<file path="src/rtl/spi_bus_xfer.sv">
// SPI-to-RAM transfer engine: takes one latched request per valid/done handshake, waits for a
// bus slot and runs a timed RAM read or write. Optional slot-wait timeout via SPI_XFER_TIMEOUT_EN.
`timescale 1ns/1ps

module spi_bus_xfer #(
    parameter int unsigned ACCESS_CYCLES  = 3,
    parameter int unsigned TIMEOUT_CYCLES = 255
) (
    input  logic        clk_sys_i,
    input  logic        reset_i,
    input  logic [16:0] spi_addr_i,
    input  logic [7:0]  spi_data_i,
    input  logic        spi_rw_ni,
    input  logic        spi_valid_i,
    output logic [7:0]  spi_data_o,
    output logic        spi_done_o,
    output logic        bus_req_o,
    input  logic        slot_i,
    output logic [16:0] ram_addr_o,
    output logic [7:0]  ram_data_o,
    input  logic [7:0]  ram_data_i,
`ifdef SPI_XFER_TIMEOUT_EN
    output logic        err_o,
`endif
    output logic        ram_oe_no,
    output logic        ram_we_no
);

    if (ACCESS_CYCLES < 3 || TIMEOUT_CYCLES == 0) begin : g_bad_params
        $error("spi_bus_xfer: ACCESS_CYCLES must be >= 3 and TIMEOUT_CYCLES >= 1");
    end

    localparam int CNT_W = $clog2(ACCESS_CYCLES);
    localparam logic [CNT_W-1:0] CNT_LAST   = CNT_W'(ACCESS_CYCLES - 1);
    localparam logic [CNT_W-1:0] CNT_WE_END = CNT_W'(ACCESS_CYCLES - 2);

`ifdef SPI_XFER_TIMEOUT_EN
    localparam int TMO_W = (TIMEOUT_CYCLES > 1) ? $clog2(TIMEOUT_CYCLES) : 1;
    localparam logic [TMO_W-1:0] TMO_LAST = TMO_W'(TIMEOUT_CYCLES - 1);
`endif

    typedef enum logic [1:0] {
        ST_IDLE      = 2'd0,
        ST_WAIT_SLOT = 2'd1,
        ST_ACCESS    = 2'd2,
        ST_DONE      = 2'd3
    } state_e;

    state_e           state_q,    state_d;
    logic [CNT_W-1:0] cnt_q,      cnt_d;
    logic             rw_q,       rw_d;
    logic             done_q,     done_d;
    logic             bus_req_q,  bus_req_d;
    logic             oe_n_q,     oe_n_d;
    logic             we_n_q,     we_n_d;
    logic [7:0]       rdata_q,    rdata_d;
    logic [16:0]      addr_q,     addr_d;
    logic [7:0]       wdata_q,    wdata_d;
`ifdef SPI_XFER_TIMEOUT_EN
    logic [TMO_W-1:0] tmo_cnt_q,  tmo_cnt_d;
    logic             err_q,      err_d;
`endif

    always_comb begin
        // NOTE: every signal gets its hold value first so no path through the case leaves
        // one unassigned; without these defaults synthesis would infer latches.
        state_d   = state_q;
        cnt_d     = cnt_q;
        rw_d      = rw_q;
        done_d    = done_q;
        bus_req_d = bus_req_q;
        oe_n_d    = oe_n_q;
        we_n_d    = we_n_q;
        rdata_d   = rdata_q;
        addr_d    = addr_q;
        wdata_d   = wdata_q;
`ifdef SPI_XFER_TIMEOUT_EN
        tmo_cnt_d = tmo_cnt_q;
        err_d     = err_q;
`endif

        unique case (state_q)
            ST_IDLE: begin
                if (spi_valid_i && !done_q) begin
                    addr_d    = spi_addr_i;
                    wdata_d   = spi_data_i;
                    rw_d      = spi_rw_ni;
                    bus_req_d = 1'b1;
                    state_d   = ST_WAIT_SLOT;
`ifdef SPI_XFER_TIMEOUT_EN
                    tmo_cnt_d = '0;
                    err_d     = 1'b0;
`endif
                end
            end

            ST_WAIT_SLOT: begin
                if (!spi_valid_i) begin
                    bus_req_d = 1'b0;
                    state_d   = ST_IDLE;
                end else if (slot_i) begin
                    // Read drives OE from the first access cycle; write waits one setup cycle.
                    bus_req_d = 1'b0;
                    cnt_d     = '0;
                    oe_n_d    = !rw_q;
                    we_n_d    = 1'b1;
                    state_d   = ST_ACCESS;
`ifdef SPI_XFER_TIMEOUT_EN
                end else if (tmo_cnt_q == TMO_LAST) begin
                    bus_req_d = 1'b0;
                    rdata_d   = 8'hFF;
                    err_d     = 1'b1;
                    done_d    = 1'b1;
                    state_d   = ST_DONE;
                end else begin
                    tmo_cnt_d = tmo_cnt_q + 1'b1;
`endif
                end
            end

            ST_ACCESS: begin
                if (cnt_q == CNT_LAST) begin
                    oe_n_d = 1'b1;
                    we_n_d = 1'b1;
                    if (rw_q) begin
                        rdata_d = ram_data_i;
                    end
                    if (spi_valid_i) begin
                        done_d  = 1'b1;
                        state_d = ST_DONE;
                    end else begin
                        state_d = ST_IDLE;
                    end
                end else begin
                    // WE is low for the cycles after setup and before the final hold cycle.
                    cnt_d  = cnt_q + 1'b1;
                    we_n_d = !(!rw_q && (cnt_q < CNT_WE_END));
                end
            end

            ST_DONE: begin
                if (!spi_valid_i) begin
                    done_d  = 1'b0;
                    state_d = ST_IDLE;
                end
            end

            default: begin
                state_d = ST_IDLE;
            end
        endcase
    end

    // NOTE: state registers use non-blocking assignments so every flop samples the values
    // from before the edge, independent of statement order.
    always_ff @(posedge clk_sys_i or posedge reset_i) begin
        if (reset_i) begin
            state_q   <= ST_IDLE;
            cnt_q     <= '0;
            rw_q      <= 1'b0;
            done_q    <= 1'b0;
            bus_req_q <= 1'b0;
            oe_n_q    <= 1'b1;
            we_n_q    <= 1'b1;
            rdata_q   <= 8'h00;
            addr_q    <= '0;
            wdata_q   <= 8'h00;
`ifdef SPI_XFER_TIMEOUT_EN
            tmo_cnt_q <= '0;
            err_q     <= 1'b0;
`endif
        end else begin
            state_q   <= state_d;
            cnt_q     <= cnt_d;
            rw_q      <= rw_d;
            done_q    <= done_d;
            bus_req_q <= bus_req_d;
            oe_n_q    <= oe_n_d;
            we_n_q    <= we_n_d;
            rdata_q   <= rdata_d;
            addr_q    <= addr_d;
            wdata_q   <= wdata_d;
`ifdef SPI_XFER_TIMEOUT_EN
            tmo_cnt_q <= tmo_cnt_d;
            err_q     <= err_d;
`endif
        end
    end

    assign spi_data_o = rdata_q;
    assign spi_done_o = done_q;
    assign bus_req_o  = bus_req_q;
    assign ram_addr_o = addr_q;
    assign ram_data_o = wdata_q;
    assign ram_oe_no  = oe_n_q;
    assign ram_we_no  = we_n_q;
`ifdef SPI_XFER_TIMEOUT_EN
    assign err_o      = err_q;
`endif

endmodule

</file>
<file path="config.mk">
export PLATFORM = sky130hd
export DESIGN_NAME = spi_bus_xfer
export DESIGN_NICKNAME = d
export VERILOG_FILES = /design/src/rtl/spi_bus_xfer.sv
export SDC_FILE = /design/constraint.sdc
export NUM_CORES = 1
export LEC_CHECK = 0
export ABC_AREA = 1
export CORE_MARGIN = 3
export CORE_UTILIZATION = 40
export CTS_CLUSTER_DIAMETER = 80
export DETAILED_ROUTE_END_ITERATION = 10
export HOLD_SLACK_MARGIN = 0.03
export PLACE_DENSITY = 0.82
export SYNTH_ARGS = -nofsm -noshare
export SYNTH_HDL_FRONTEND = slang
export SYNTH_SLANG_ARGS = --single-unit
</file>
<file path="constraint.sdc">
create_clock -name clk_sys_i -period 2.4 [get_ports clk_sys_i]
set_input_delay 0.48 -clock clk_sys_i [delete_from_list [all_inputs] [get_ports clk_sys_i]]
set_output_delay 0.48 -clock clk_sys_i [all_outputs]
set_load 0.02 [all_outputs]
</file>
==> results of run 1 <==
[tightest hold or removal path, delay by kind of cell (launching register included)]
| family | cells | cell delay (ps) |
|---|---|---|
| flops | 1 | 370 |
| simple gates | 2 | 90 |
[layout make-up]
| cell class | instances | area, µm² |
|---|---|---|
| Fill cell | 434 | 1860 |
| Sequential cell | 42 | 1050 |
| Timing Repair Buffer | 78 | 783 |
| Multi-Input combinational cell | 116 | 689 |
| Inverter | 46 | 175 |
| Tap cell | 67 | 83.8 |
| Clock buffer | 7 | 76.3 |
| Clock inverter | 1 | 30.0 |
[registers in the layout (all words and copies together) (netlist names), 2 cells and up]
register    cells
state_q         2
spi_data_o      8
ram_data_o      8
cnt_q           2
ram_addr_o     17
[layer usage]
layer / part of all wire (%) / vias to the layer above
met3: 6.3 / 7
met1: 42 / 713
met2: 50 / 56
li1: - / 793
met4: 1.2 / 0
met5: 0 / -
[synthesized netlist by cell type (2+ instances only)]
cell type,n
inv_1,44
nor3_1,2
nand2_1,57
dfstp_2,2
o21ai_2,33
nor2_1,4
dfrtp_1,40
o21ai_0,2
buf_6,6
nand2_2,2
nand3_4,2
nand3_1,6
ha_1,3
[power by group through the flow]
stage | sequential, mW | combinational, mW | clock [mW]
finish | 1.26 | 1.89 | 0.540
global route | 1.31 | 2.06 | 0.573
CTS | 1.27 | 1.92 | 0.554
detailed placement | 1.27 | 1.92 | 0
global placement | 1.27 | 1.86 | 0
floorplan | 1.62 | 0.788 | 0
[cell families after synthesis]
| kind of cell | after synthesis | share of synthesized area [%] |
|---|---|---|
| AND/OR/NAND/NOR | 75 | 16.8 |
| flip-flops | 42 | 52.9 |
| adder cells (fa/ha/maj) | 3 | 1.89 |
| AO/OA/AOI/OAI | 38 | 16.0 |
| buffers and inverters | 53 | 12.4 |
[worst paths after layout]
| path | start | end | cells after the start |
|---|---|---|---|
| setup reg to reg | state_q[1] | ram_data_o[3] | 5 |
| hold / removal | ram_oe_no | ram_oe_no | 2 |
| min in group asynchronous | reset_i | spi_data_o[0] | 2 |
| setup / recovery | ram_oe_no | ram_oe_no | 1 |
| max in group asynchronous | reset_i | spi_data_o[6] | 3 |
| hold reg to reg | ram_oe_no | ram_oe_no | 2 |
==> metrics.md, run 1 <==
| Metric | Value |
|---|---|
| Status | completed |
| Flops & latches, synth | 42 |
| Util after Layout | 60.8% |
| DR DRC count | 0 |
| Worst slew pin tran | 378 ps |
| Most frequent cells in the layout | 74 x clkdlybuf4s50_1, 57 x nand2_1, 43 x inv_1 |
| Reg-to-reg slack, setup | 910 ps |
| Critical Path Start Type | flip-flop |
| FMAX | 530 MHz |
| Top_reg_cell synth | dfrtp_1 |
| Setup Skew | 3.41 ps |
| Endpoint class of the critical path | output port |
| Pre-CTS setup slack | 383 ps |
| Finish-stage setup viols | 0 |
| Share of cells above drive strength 1 | 18.6% |
| Total Wirelength | 3.95 mm |
| Pins Over Slew Limit | 0 |
| Yosys warnings | 0 |
| Die width | 76.5 µm |
| # hold bufs at CTS | 0 |
| Met1 Usage GRT | 17.0% |
| Psw | 1.45 mW |
| CP Data Required Time | 1920 ps |
| GPL Wtd Cong | 0.743 |
| DR WL/cell | 11.1 µm |
| Diode count | 0 |
| Leakage power | 1.43 nW |
| Distinct cells, synth | 21 |
| Unrepaired setup endpoints after global routing | false |
| Clock Sinks | 42 |
| CTS Root Buffer Type | clkbuf_8 |
| Worst-Skew Late Latency | 280 ps |
| Post-synthesis async set-or-reset flop share | 100% |
| Mapped Nets | 252 |
| Hold Worst Slack | 458 ps |
| DRT Pass-1 Iters | 4 |
| Vias in the first global route | 1569 |
| Worst Hold Class | reg2reg |
| Cell Pwr Density | 1280 nW/µm² |
| Worst-path cell with the longest stage delay | clkdlybuf4s50_1 |
| Crit path cell chain | clkdlybuf4s50_1 |
| # rows | 25 |
| Post-synth EDFFs | 0 |
| Syn-to-layout area delta | 45.3% |
| Die height | 76.5 µm |
| Area contributors post-synth | dfrtp_1 50%, o21ai_2 15%, nand2_1 11%, inv_1 8.3%, buf_6 3.4% |
| H-Tree Depth | 2 |
| CTS tree | built |
| Mapped Avg Cell Area | 9.43 µm² |
| Mapped Area | 1990 µm² |
| Crit Path Max Fanout | 2 |
| Port Buffers | 74 |
| Yosys top cell by area | dfrtp_1 |
| DR vias | 1569 |
| Post-CTS Setup Inserts | 0 |
| Grt total ovfl | 0 |
| I/O pins | 75 |
| Placed cell areas | 2790 µm² |
| Final Worst Setup Slack | 515 ps |
| Initial antenna violation count | 0 |
| Non-Filler Instances | 357 |
| Placed Instances | 349 |
| Setup CP Type | reg2out |
| Antenna-violating nets left | 0 |
| Synth Instances | 211 |
| CTS Buffer Depth | 2 |
| Post-DR vias/cell | 4.39 |
| Met2 Usage GRT | 24.4% |
| Crit path time final | 1890 ps |
| Core area | 4750 µm² |
| First-pass GRT wire length | 6.82 mm |
| Crit path buffers/inverters | 1 |
| Largest stage delay on the critical path | 590 ps |
| Busiest layer in global routing | met2 |
| CP top delay family | buffers and inverters |
| Total CTS buffers | 5 |
| Top-area cell type share of the netlist area | 50.3% |
| Met3 usage in global routing | 4.14% |
| Final Hold Vio Count | 0 |
| Sequential Power Share | 34.2% |
| NumNets Final | 330 |
| Slew HR | 74.7% |
| Setup_tns | 0 ps |
| Reg clk slew, reported paths | 80 ps |
| Clk pwr share | 14.6% |
| Initial Util | 41.9% |
| DP HPWL | 3.04 mm |
| Final worst-path cycle share | 78.5% |
| Resize count post-CTS | 0 |
| Worst vdd ir | 0.598 mV |
| Largest net degree at the start of global routing | 25 |
| Commonest non-fill, non-tap cell in the layout | clkdlybuf4s50_1 |
| MaxCap Viol Count | 0 |
| Internal Pwr Total | 2.24 mW |
| Sw frac | 39.2% |
| Combinational power share | 51.2% |
| Final Power | 3.69 mW |
| Final instance area | 2890 µm² |
| Gr usage total | 14.1% |
| Violation count after the first detailed-route iteration | 66 |
| CP arrival | 1410 ps |
| Seq/Total Area, Yosys | 52.9% |
| Die ar. | 5860 µm² |
(Power assumes the default switching activity.)
==> run 2, diff against run 1 <==
- clock period: 2.4 -> 1.8 ns (I/O delays scaled with it)
==> metrics.md, run 2 (synthesis gave the netlist of run 1 again) <==
| Metric | Value |
|---|---|
| Worst vdd ir | 0.749 mV |
| Combinational power share | 52.8% |
| Hold Worst Slack | 379 ps |
| Port Buffers | 74 |
| Sequential Power Share | 35.4% |
| Die ar. | 5860 µm² |
| Top Metal Used | met4 |
| DP HPWL | 2.90 mm |
| Largest net degree at the start of global routing | 54 |
| Vias in the first global route | 1479 |
| Cell Pwr Density | 1660 nW/µm² |
| Final worst-path cycle share | 90.4% |
| H-Tree Depth | 2 |
| Leakage power | 1.42 nW |
| DR WL/cell | 11.1 µm |
| Syn-to-layout area delta | 43.9% |
| Critical Path Start Type | flip-flop |
| Crit path cell chain | clkdlybuf4s50_1 |
| GPL Wtd Cong | 0.806 |
| Post-DR vias/cell | 4.25 |
| DR vias | 1504 |
| Gr usage total | 14.5% |
| Commonest non-fill, non-tap cell in the layout | clkdlybuf4s50_1 |
| DRT Pass-1 Iters | 5 |
| Share of cells above drive strength 1 | 17.8% |
| Core area | 4750 µm² |
| Grt total ovfl | 0 |
| CTS tree | built |
| First-pass GRT wire length | 6.84 mm |
| Resize count post-CTS | 0 |
| Final Hold Vio Count | 0 |
| Unrepaired setup endpoints after global routing | false |
| Total Wirelength | 3.92 mm |
| DR DRC count | 0 |
| Die height | 76.5 µm |
| Max reg flops | 17 |
| Setup CP Type | reg2out |
| MaxCap Viol Count | 0 |
| Initial Util | 41.9% |
| DR WL met3 | 325 µm |
| Worst-Skew Late Latency | 290 ps |
| Fillers | 417 |
| Die width | 76.5 µm |
| Most frequent cells in the layout | 72 x clkdlybuf4s50_1, 57 x nand2_1, 43 x inv_1 |
| Initial antenna violation count | 0 |
| CP Data Required Time | 1440 ps |
| CTS Buffer Depth | 2 |
| Post-CTS Setup Inserts | 0 |
| Clk pwr share | 11.8% |
| Util after Layout | 60.2% |
| Pre-CTS setup slack | 135 ps |
| Diode count | 0 |
| Clock Sinks | 42 |
| Sw frac | 40.3% |
| Setup_tns | 0 ps |
| Placed cell areas | 2780 µm² |
| Worst-path cell with the longest stage delay | clkdlybuf4s50_1 |
| Finish-stage setup viols | 0 |
| Worst Hold Class | in2async |
| Setup Skew | 5.28 ps |
| Met2 wire length | 1.88 mm |
| Crit Path Max Fanout | 2 |
| CP arrival | 1270 ps |
| Reg clk slew, reported paths | 70 ps |
| Violation count after the first detailed-route iteration | 82 |
| I/O pins | 75 |
| Crit path time final | 1630 ps |
| Psw | 1.91 mW |
| CP top delay family | buffers and inverters |
| Internal Pwr Total | 2.83 mW |
| Critical R2R Launch | state_q[1] |
| FF-to-FF End | ram_addr_o[11] |
| FMAX | 615 MHz |
| Status | completed |
| Slew HR | 71.8% |
| Total CTS buffers | 5 |
| Met1 Wirelength | 1.68 mm |
| NumNets Final | 328 |
| Endpoint class of the critical path | output port |
| CTS Root Buffer Type | clkbuf_8 |
| Pins Over Slew Limit | 0 |
| Final instance area | 2860 µm² |
| Worst slew pin tran | 423 ps |
| Antenna-violating nets left | 0 |
| Crit path buffers/inverters | 1 |
| Largest stage delay on the critical path | 630 ps |
| Reg-to-reg slack, setup | 510 ps |
| Final Worst Setup Slack | 174 ps |
| Reg2reg path depth | 5 |
| # hold bufs at CTS | 0 |
| # rows | 25 |
==> run 2: changes by cell type in the layout (fill, tap and decap cells not counted) <==
cell | before | now
buf_12 | 1 | 2
buf_4 | 3 | 0
bufinv_16 | 1 | 0
clkdlybuf4s50_1 | 74 | 72
dlymetal6s2s_1 | 0 | 2
==> run 2: worst max-delay path by stage <==
stage,slack (ps),cells after the start,from,to
2_1_floorplan,470,1,reset_i,bus_req_o
3_3_place_gp,160,8,spi_valid_i,cnt_q[1]
3_5_place_dp,130,5,spi_valid_i,ram_addr_o[11]
4_1_cts,10,1,ram_oe_no,ram_oe_no
5_1_grt,110,1,ram_addr_o[5],ram_addr_o[5]
6_report,170,1,ram_addr_o[5],ram_addr_o[5]
==> run 2: power by group through the flow <==
stage	clock network, mW	logic (mW)	registers, mW
2_1_floorplan	0	1.05	2.16
3_3_place_gp	0	2.48	1.68
3_5_place_dp	0	2.53	1.70
4_1_cts	0.586	2.54	1.68
5_1_grt	0.623	2.73	1.75
6_report	0.561	2.50	1.68
==> run 2: per-layer routing <==
metal | vias to the layer above | global-route usage (%)
met1 | 664 | 17.4
met4 | 0 | 3.26
met2 | 51 | 24.3
li1 | 785 | -
met5 | - | 0
met3 | 4 | 5.91
==> run 2: layout make-up <==
type / count / area [µm²] / share of cell area (%)
Tap cell: 67 / 83.8 / 2.93
Clock buffer: 7 / 76.3 / 2.66
Inverter: 46 / 175 / 6.12
Multi-Input combinational cell: 116 / 689 / 24.1
Sequential cell: 42 / 1050 / 36.8
Timing Repair Buffer: 76 / 786 / 27.4
==> run 2: stage by stage <==
stage	power [mW]	instances
2_1_floorplan	3.21	211
6_report	4.74	354
4_1_cts	4.81	354
3_5_place_dp	4.23	347
5_1_grt	5.10	354
3_3_place_gp	4.16	347
==> run 3, diff against run 2 <==
- CORE_UTILIZATION: 40 -> 44
- PLACE_DENSITY: 0.82 -> 0.88
==> metrics.md, run 3 (synthesis gave the netlist of run 1 again) <==
| Metric | Value |
|---|---|
| Crit path buffers/inverters | 1 |
| Grt total ovfl | 0 |
| Syn-to-layout area delta | 44.2% |
| Final worst-path cycle share | 91.0% |
| Crit path time final | 1640 ps |
| Reg clk slew, reported paths | 80 ps |
| Worst slew pin tran | 420 ps |
| DR WL/cell | 11.2 µm |
| Critical Path Start Type | flip-flop |
| MaxCap Viol Count | 0 |
| Crit path cell chain | clkdlybuf4s50_1 |
| Vias in the first global route | 1461 |
| Gr usage total | 15.6% |
| Die ar. | 5370 µm² |
| Area of the multi-input gates | 689 µm² |
| CP top delay family | buffers and inverters |
| I/O pins | 75 |
| Crit Path Max Fanout | 2 |
| Total CTS buffers | 5 |
| Setup Skew | 5.89 ps |
| CTS tree | built |
| CTS Buffer Depth | 2 |
| Finish-stage setup viols | 0 |
| Post-CTS Setup Inserts | 0 |
| Die width | 73.3 µm |
| Commonest non-fill, non-tap cell in the layout | clkdlybuf4s50_1 |
| Violation count after the first detailed-route iteration | 103 |
| Largest stage delay on the critical path | 620 ps |
| Register area | 1050 µm² |
| Total Wirelength | 3.83 mm |
| DP HPWL | 2.93 mm |
| Core area | 4170 µm² |
| Final Power | 4.79 mW |
| NumNets Final | 331 |
| DR vias | 1520 |
| Initial Util | 47.7% |
| Cell Pwr Density | 1670 nW/µm² |
| Initial antenna violation count | 0 |
| Util after Layout | 68.8% |
| Worst Hold Class | in2async |
| Largest net degree at the start of global routing | 36 |
| CP arrival | 1280 ps |
| FMAX | 611 MHz |
| Status | completed |
| DR DRC count | 0 |
| Setup_tns | 0 ps |
| Post-DR vias/cell | 4.46 |
| Max reg flops | 17 |
| Slew HR | 72.0% |
| Worst-path cell with the longest stage delay | clkdlybuf4s50_1 |
| Diode count | 0 |
| # hold bufs at CTS | 0 |
| Fillers | 338 |
| Pins Over Slew Limit | 0 |
| Share of cells above drive strength 1 | 19.6% |
| Resize count post-CTS | 0 |
| H-Tree Depth | 2 |
| Endpoint class of the critical path | output port |
| Unrepaired setup endpoints after global routing | false |
| Port Buffers | 74 |
| Most frequent cells in the layout | 72 x clkdlybuf4s50_1, 57 x nand2_1, 43 x inv_1 |
| Final Hold Vio Count | 0 |
| Placed Instances | 333 |
| Worst-Skew Late Latency | 290 ps |
| Non-Filler Instances | 341 |
| DRT Pass-1 Iters | 4 |
| First-pass GRT wire length | 6.42 mm |
| Worst vdd ir | 0.809 mV |
| CP Data Required Time | 1440 ps |
| Antenna-violating nets left | 0 |
| Setup CP Type | reg2out |
| Clock Sinks | 42 |
| Die height | 73.3 µm |
| CTS Root Buffer Type | clkbuf_8 |
| Leakage power | 1.44 nW |
| # rows | 23 |
| GPL Wtd Cong | 0.713 |
-- run 3: worst paths after layout --
path	cells after the start	slack (ps)	to	start
min	2	340	spi_data_o[1]	reset_i
min in group clk_sys_i	2	460	ram_oe_no	ram_oe_no
max in group asynchronous	3	1050	bus_req_o	reset_i
max reg2reg	5	440	ram_addr_o[4]	state_q[1]
min reg2reg	2	460	ram_oe_no	ram_oe_no
max	1	160	ram_addr_o[4]	ram_addr_o[4]
-- run 3: stage by stage --
stage / worst slack (ps) / area [µm²] / hold slack, ps
after floorplan: 469 / 1990 / 442
after global placement: 230 / 2770 / 448
after detailed placement: 194 / 2770 / 451
after CTS: 13.5 / 2870 / 331
after global routing: 102 / 2870 / 349
final: 163 / 2870 / 336
-- run 3: report_power, final --
group | switching [mW] | internal, mW | total [mW] | leakage [nW]
clock | 0.314 | 0.308 | 0.622 | 0.0472
sequential | 0.277 | 1.40 | 1.68 | 0.507
combinational | 1.33 | 1.16 | 2.49 | 0.886
total | 1.92 | 2.87 | 4.79 | 1.44
-- run 3: cell type report --
cell class / instances / area share (%)
Clock buffer: 6 / 2.88
Clock inverter: 2 / 0.436
Inverter: 46 / 6.10
Multi-Input combinational cell: 116 / 24.0
Sequential cell: 42 / 36.7
Tap cell: 50 / 2.18
Timing Repair Buffer: 79 / 27.7
-- run 3: metal layers --
metal  part of all wire (%)  global-route usage [%]
met3                    8.6                    6.98
met1                     40                    17.6
met4                   0.44                    3.69
met5                      0                       0
met2                     51                    26.8
